**src/rtl/fetch_redirect_ctrl_pkg.sv**
```systemverilog
// rtl/fetch_redirect_ctrl_pkg.sv - shared defines for the fetch redirect controller
// Redirect FSM state encoding and redirect kind, shared with the PC stage.
package fetch_redirect_ctrl_pkg;

  typedef enum logic [1:0] {
    ST_IDLE         = 2'd0,
    ST_BR_WAIT_SLOT = 2'd1,
    ST_BR_PEND      = 2'd2,
    ST_EXC_PEND     = 2'd3
  } redir_state_e;

  typedef enum logic {
    REDIR_BR  = 1'b0,
    REDIR_EXC = 1'b1
  } redir_type_e;

  localparam logic [31:0] REDIR_PC_RST = 32'h0;

endpackage

```
**src/rtl/sat_counter.sv**
```systemverilog
// rtl/sat_counter.sv - saturating up-counter with synchronous clear
// Clear wins over enable; the count sticks at all-ones.
module sat_counter #(
  parameter int W = 16
) (
  input  logic         i_clk,
  input  logic         i_rst,
  input  logic         i_clr,
  input  logic         i_en,
  output logic [W-1:0] o_cnt
);

  logic [W-1:0] r_cnt;

  always_ff @(posedge i_clk) begin
    if (i_rst || i_clr) begin
      r_cnt <= '0;
    end else if (i_en && (r_cnt != {W{1'b1}})) begin
      r_cnt <= r_cnt + 1'b1;
    end
  end

  assign o_cnt = r_cnt;

endmodule

```
**src/rtl/fetch_redirect_ctrl.sv**
```systemverilog
// rtl/fetch_redirect_ctrl.sv - holds branch/exception redirects until IF can take them
// Issues one registered redirect pulse; exceptions preempt any held branch.
module fetch_redirect_ctrl
  import fetch_redirect_ctrl_pkg::*;
#(
  parameter int CNT_W = 16
) (
  input  logic             clk,
  input  logic             rst,
  input  logic             exc_req_i,
  input  logic [31:0]      exc_pc_i,
  input  logic             br_req_i,
  input  logic [31:0]      br_pc_i,
  input  logic             slot_done_i,
  input  logic             fetch_busy_i,
  output logic             redir_valid_o,
  output logic [31:0]      redir_pc_o,
  output logic             if_flush_o,
  output logic             pending_o,
  output logic [CNT_W-1:0] pend_cycles_o
);

  redir_state_e r_state;
  redir_type_e  r_type;
  logic [31:0]  r_tgt;
  logic         r_first;
  logic         r_valid;
  logic         r_flush;
  logic [31:0]  r_pc;

  logic             w_pending;
  logic             w_cnt_clr;
  logic [CNT_W-1:0] w_cnt;

  always_ff @(posedge clk) begin
    if (rst) begin
      r_state <= ST_IDLE;
      r_type  <= REDIR_BR;
      r_tgt   <= '0;
      r_first <= 1'b0;
      r_valid <= 1'b0;
      r_flush <= 1'b0;
      r_pc    <= REDIR_PC_RST;
    end else begin
      r_valid <= 1'b0;
      r_flush <= 1'b0;
      r_first <= 1'b0;
      if (exc_req_i) begin
        r_type <= REDIR_EXC;
        r_tgt  <= exc_pc_i;
        if (!fetch_busy_i) begin
          r_valid <= 1'b1;
          r_flush <= 1'b1;
          r_pc    <= exc_pc_i;
          r_state <= ST_IDLE;
        end else begin
          r_first <= 1'b1;
          r_state <= ST_EXC_PEND;
        end
      end else begin
        unique case (r_state)
          ST_IDLE: begin
            if (br_req_i) begin
              r_type <= REDIR_BR;
              r_tgt  <= br_pc_i;
              if (slot_done_i && !fetch_busy_i) begin
                r_valid <= 1'b1;
                r_pc    <= br_pc_i;
              end else begin
                r_first <= 1'b1;
                r_state <= slot_done_i ? ST_BR_PEND : ST_BR_WAIT_SLOT;
              end
            end
          end
          // The branch must not leave before its delay slot has been accepted.
          ST_BR_WAIT_SLOT: begin
            if (slot_done_i) begin
              if (!fetch_busy_i) begin
                r_valid <= 1'b1;
                r_pc    <= r_tgt;
                r_state <= ST_IDLE;
              end else begin
                r_state <= ST_BR_PEND;
              end
            end
          end
          ST_BR_PEND, ST_EXC_PEND: begin
            if (!fetch_busy_i) begin
              r_valid <= 1'b1;
              r_flush <= (r_type == REDIR_EXC);
              r_pc    <= r_tgt;
              r_state <= ST_IDLE;
            end
          end
          default: r_state <= ST_IDLE;
        endcase
      end
    end
  end

  // First cycle of a fresh hold restarts the count, hiding any stale value.
  assign w_pending = (r_state != ST_IDLE);
  assign w_cnt_clr = !w_pending || r_first;

  sat_counter #(
    .W(CNT_W)
  ) u_pend_cnt (
    .i_clk (clk),
    .i_rst (rst),
    .i_clr (w_cnt_clr),
    .i_en  (!w_cnt_clr),
    .o_cnt (w_cnt)
  );

  assign redir_valid_o = r_valid;
  assign redir_pc_o    = r_pc;
  assign if_flush_o    = r_flush;
  assign pending_o     = w_pending;
  assign pend_cycles_o = (w_pending && !r_first) ? w_cnt : '0;

endmodule

```
**config.mk**
```make
export PLATFORM = sky130hd
export DESIGN_NAME = fetch_redirect_ctrl
export DESIGN_NICKNAME = d
export VERILOG_FILES = /design/src/rtl/fetch_redirect_ctrl_pkg.sv /design/src/rtl/sat_counter.sv /design/src/rtl/fetch_redirect_ctrl.sv
export SDC_FILE = /design/constraint.sdc
export NUM_CORES = 1
export LEC_CHECK = 0
export ABC_CLOCK_PERIOD_IN_PS = 3000
export CAP_MARGIN = 20
export CORE_UTILIZATION = 45
export CTS_BUF_LIST = sky130_fd_sc_hd__clkbuf_16
export DETAILED_ROUTE_END_ITERATION = 16
export HOLD_SLACK_MARGIN = 0.06
export PLACE_DENSITY = 0.76
export SETUP_SLACK_MARGIN = 0.5
export SLEW_MARGIN = 25
export SYNTH_ARGS = -nofsm -noshare
export SYNTH_HDL_FRONTEND = slang
export SYNTH_SLANG_ARGS = --single-unit
export TNS_END_PERCENT = 100
```
**constraint.sdc**
```tcl
create_clock -name clk -period 3 [get_ports clk]
set_input_delay 0.6 -clock clk [delete_from_list [all_inputs] [get_ports clk]]
set_output_delay 0.6 -clock clk [all_outputs]
set_load 0.1 [all_outputs]
```
==> impl_metrics.csv <==
group,metric,value,unit
outcome,outcome,"finished, final reports clean",
global_route,antenna_found_initial,0,
clock_network,hold_buffers,0,
synth,yosysUniqueCellTypes,44,
synth,ys_warn_count,0,
global_route,grt_pass1_wl,18780,um
drt,ant_nets,0,
place,gp_congestion,0.8248,
floorplanning,rows,35,
clock_network,postCtsResizedCells,0,
synth,syn_nets,580,
clock_network,clkTransAtPathRegs,0.07,ns
sta,fin_ws,0.7446,ns
critical_path,cp_data_arrival_time,1.66,ns
synth,avgSynthCellArea,8.468,sq um
floorplanning,dieWidth,99.87,um
synth,synthCells,509,
clock_network,cts_tree,"built",
floorplanning,ios,121,
clock_network,numCtsBuffers,9,
synth,synth_top_area_share,39.94,%
critical_path,critPathKind,"flip-flop to output pin",
sta,relSlewSlack,53.81,%
sta,period_needed,2.255,ns
cells_and_area,layout_common_cells,"dfxtp_1 (86), a21oi_1 (69), clkdlybuf4s50_1 (67), nand2_1 (64), buf_4 (57)",
cells_and_area,fill_cells,818,
clock_network,cts_post_setup_buffers_inserted,0,
place,placed_cell_area,0.005493,sq mm
sta,tightest_slew,0.6928,ns
cells_and_area,fin_nets,682,
cells_and_area,layout_commonest_cell,"dfxtp_1",
synth,netlist_area,0.004310,sq mm
drt,drc,0,
critical_path,worstPathRequired,2.40,ns
critical_path,slowest_stage,"dfxtp_1",
drt,wl_per_cell,15.71,um
critical_path,cp_cell_sequence,"o21ba_2, and2_1, buf_4",
global_route,grt_max_degree,46,
drt,vias,4132,
drt,drt-total-wl,11710,um
floorplanning,fp.dieH,99.87,um
place,port_buffers,120,
flow_run,cap_violations,0,
cells_and_area,final_util,62.86,%
synth,synth.yosys.seq_area_share,39.94,%
cells_and_area,antenna_cells,0,
synth,ys.flop_type,"dfxtp_1",
floorplanning,core-area,0.009240,sq mm
cells_and_area,area_growth,34.75,%
power,p_per_area,548.6,mW/mm^2
power,p_leak,2.272,nW
sta,finalCritPeriodShare,75.18,%
drt,drt_pass1_iterations,4,
cells_and_area,design_area,0.005808,sq mm
power,power,3.186,mW
critical_path,end_kind,"output pin",
min_path,hp-class,"flip-flop to flip-flop",
clock_network,insertion_delay,0.34,ns
global_route,grt_pass1_vias,3989,
sta,setup_viol,0,
sta,final-hold-violation-count,0,
synth,synth_seq_cells,86,
critical_path,slowest_delay,0.49,ns
synth,yosys.area.top_type,"dfxtp_1",
critical_path,cp_max_fo,16,
cells_and_area,register_area,0.001722,sq mm
place,pre_cts_ws,0.5599,ns
place,dp_hpwl,7853,um
cells_and_area,multiInputGateArea,0.002442,sq mm
power,peakVddDrop,0.0002691,V
sta,drv_slew,0,
clock_network,clkSinkCount,86,
clock_network,root_buffer,"clkbuf_16",
sta,setup_tns,0,ns
clock_network,cts.path.max_buffers,2,
drt,avgViaCountPerCell,5.546,
global_route,grt-ovfl-total,0,
synth,synthArstFlopShare,0,%
synth,synth-edff-count,0,
sta,clock.fmax,443.4,MHz
synth,netlist_top_cells_area,"dfxtp_1 (40%), a21oi_1 (8.0%), nand2b_1 (7.0%)",
drt,initialDrtViolationCount,166,
floorplanning,design.die.area,0.009974,sq mm
floorplanning,initial_core_util,46.65,%
global_route,grt_usage,23.52,%
sta,fin_worst_skew,0.01261,ns
critical_path,start_kind,"flip-flop",
clock_network,h-tree-depth,3,
cells_and_area,drive_gt1_share,17.69,%
sta,rsz0062_at_grt,"no",
==> registers in the layout, summed over array words and instances (netlist names) <==
name	cells
if_flush_o	1
r_first	1
r_state	2
r_tgt	32
r_type	1
redir_pc_o	32
redir_valid_o	1
u_pend_cnt.o_cnt	16
==> metal layers <==
metal	wire length [um]	track usage (%)
met1	5101	28.35
met2	5823	41.17
met3	534	3.969
met4	248	10.29
met5	0	0
==> synthesized netlist by cell type (3+ instances only) <==
cell type / instances
dfxtp_1: 86
or3_1: 3
o21ai_0: 5
o21a_1: 3
a21oi_1: 69
or4_1: 6
nand2b_1: 48
clkbuf_1: 27
nand4_1: 5
mux2_2: 23
nand3_1: 16
nor2_1: 21
a311o_1: 9
and4_1: 4
o211ai_1: 23
mux2i_1: 23
a211oi_1: 3
a311oi_1: 9
nor3_1: 5
nand2_1: 65
and2_1: 14
inv_1: 4
buf_2: 8
o31ai_1: 5
==> worst max-delay path: cells and delay by family, from the launching register on <==
family | cells | cell delay [ns]
flops | 1 | 0.49
compound gates | 1 | 0.37
buf+inv | 1 | 0.28
simple gates | 1 | 0.17
==> final timing paths <==
check                      start              endpoint  slack [ns]  depth (start not counted)
hold / removal    redir_pc_o[13]        redir_pc_o[13]        0.46                          2
setup / recovery      r_state[1]      pend_cycles_o[0]        0.74                          3
setup reg to reg      r_state[1]  u_pend_cnt.o_cnt[15]        1.03                          4
hold reg to reg   redir_pc_o[13]        redir_pc_o[13]        0.46                          2
==> through the flow <==
stage | hold slack (ns) | std cells
5_1_grt | 0.4794 | 745
3_5_place_dp | 0.4490 | 729
2_1_floorplan | 0.4573 | 509
6_report | 0.4570 | 745
3_3_place_gp | 0.4447 | 729
4_1_cts | 0.4586 | 745
==> layout make-up <==
cell class | instances | area share, %
Sequential cell | 86 | 29.64
Clock inverter | 7 | 1.551
Multi-Input combinational cell | 381 | 42.05
Clock buffer | 9 | 3.878
Tap cell | 129 | 2.779
Timing Repair Buffer | 128 | 19.78
Inverter | 5 | 0.3231
==> cell families (layout without fill, tap and decap cells) <==
kind of cell,Yosys count,count (layout),synth area share [%]
mux,46,46,11.35
simple gates,194,194,23.25
xor+xnor,1,1,0.2032
flops,86,86,39.94
fa+ha+maj,1,1,0.2902
compound gates,139,139,21.07
buf+inv,42,149,3.890
==> power breakdown <==
part / internal, mW / leakage (nW) / switching [mW]
Clock: 0.664 / 0.147 / 0.495
Combinational: 0.275 / 1.42 / 0.496
Sequential: 1.21 / 0.708 / 0.0422
No activity file was read; power rests on OpenSTA's default activity.
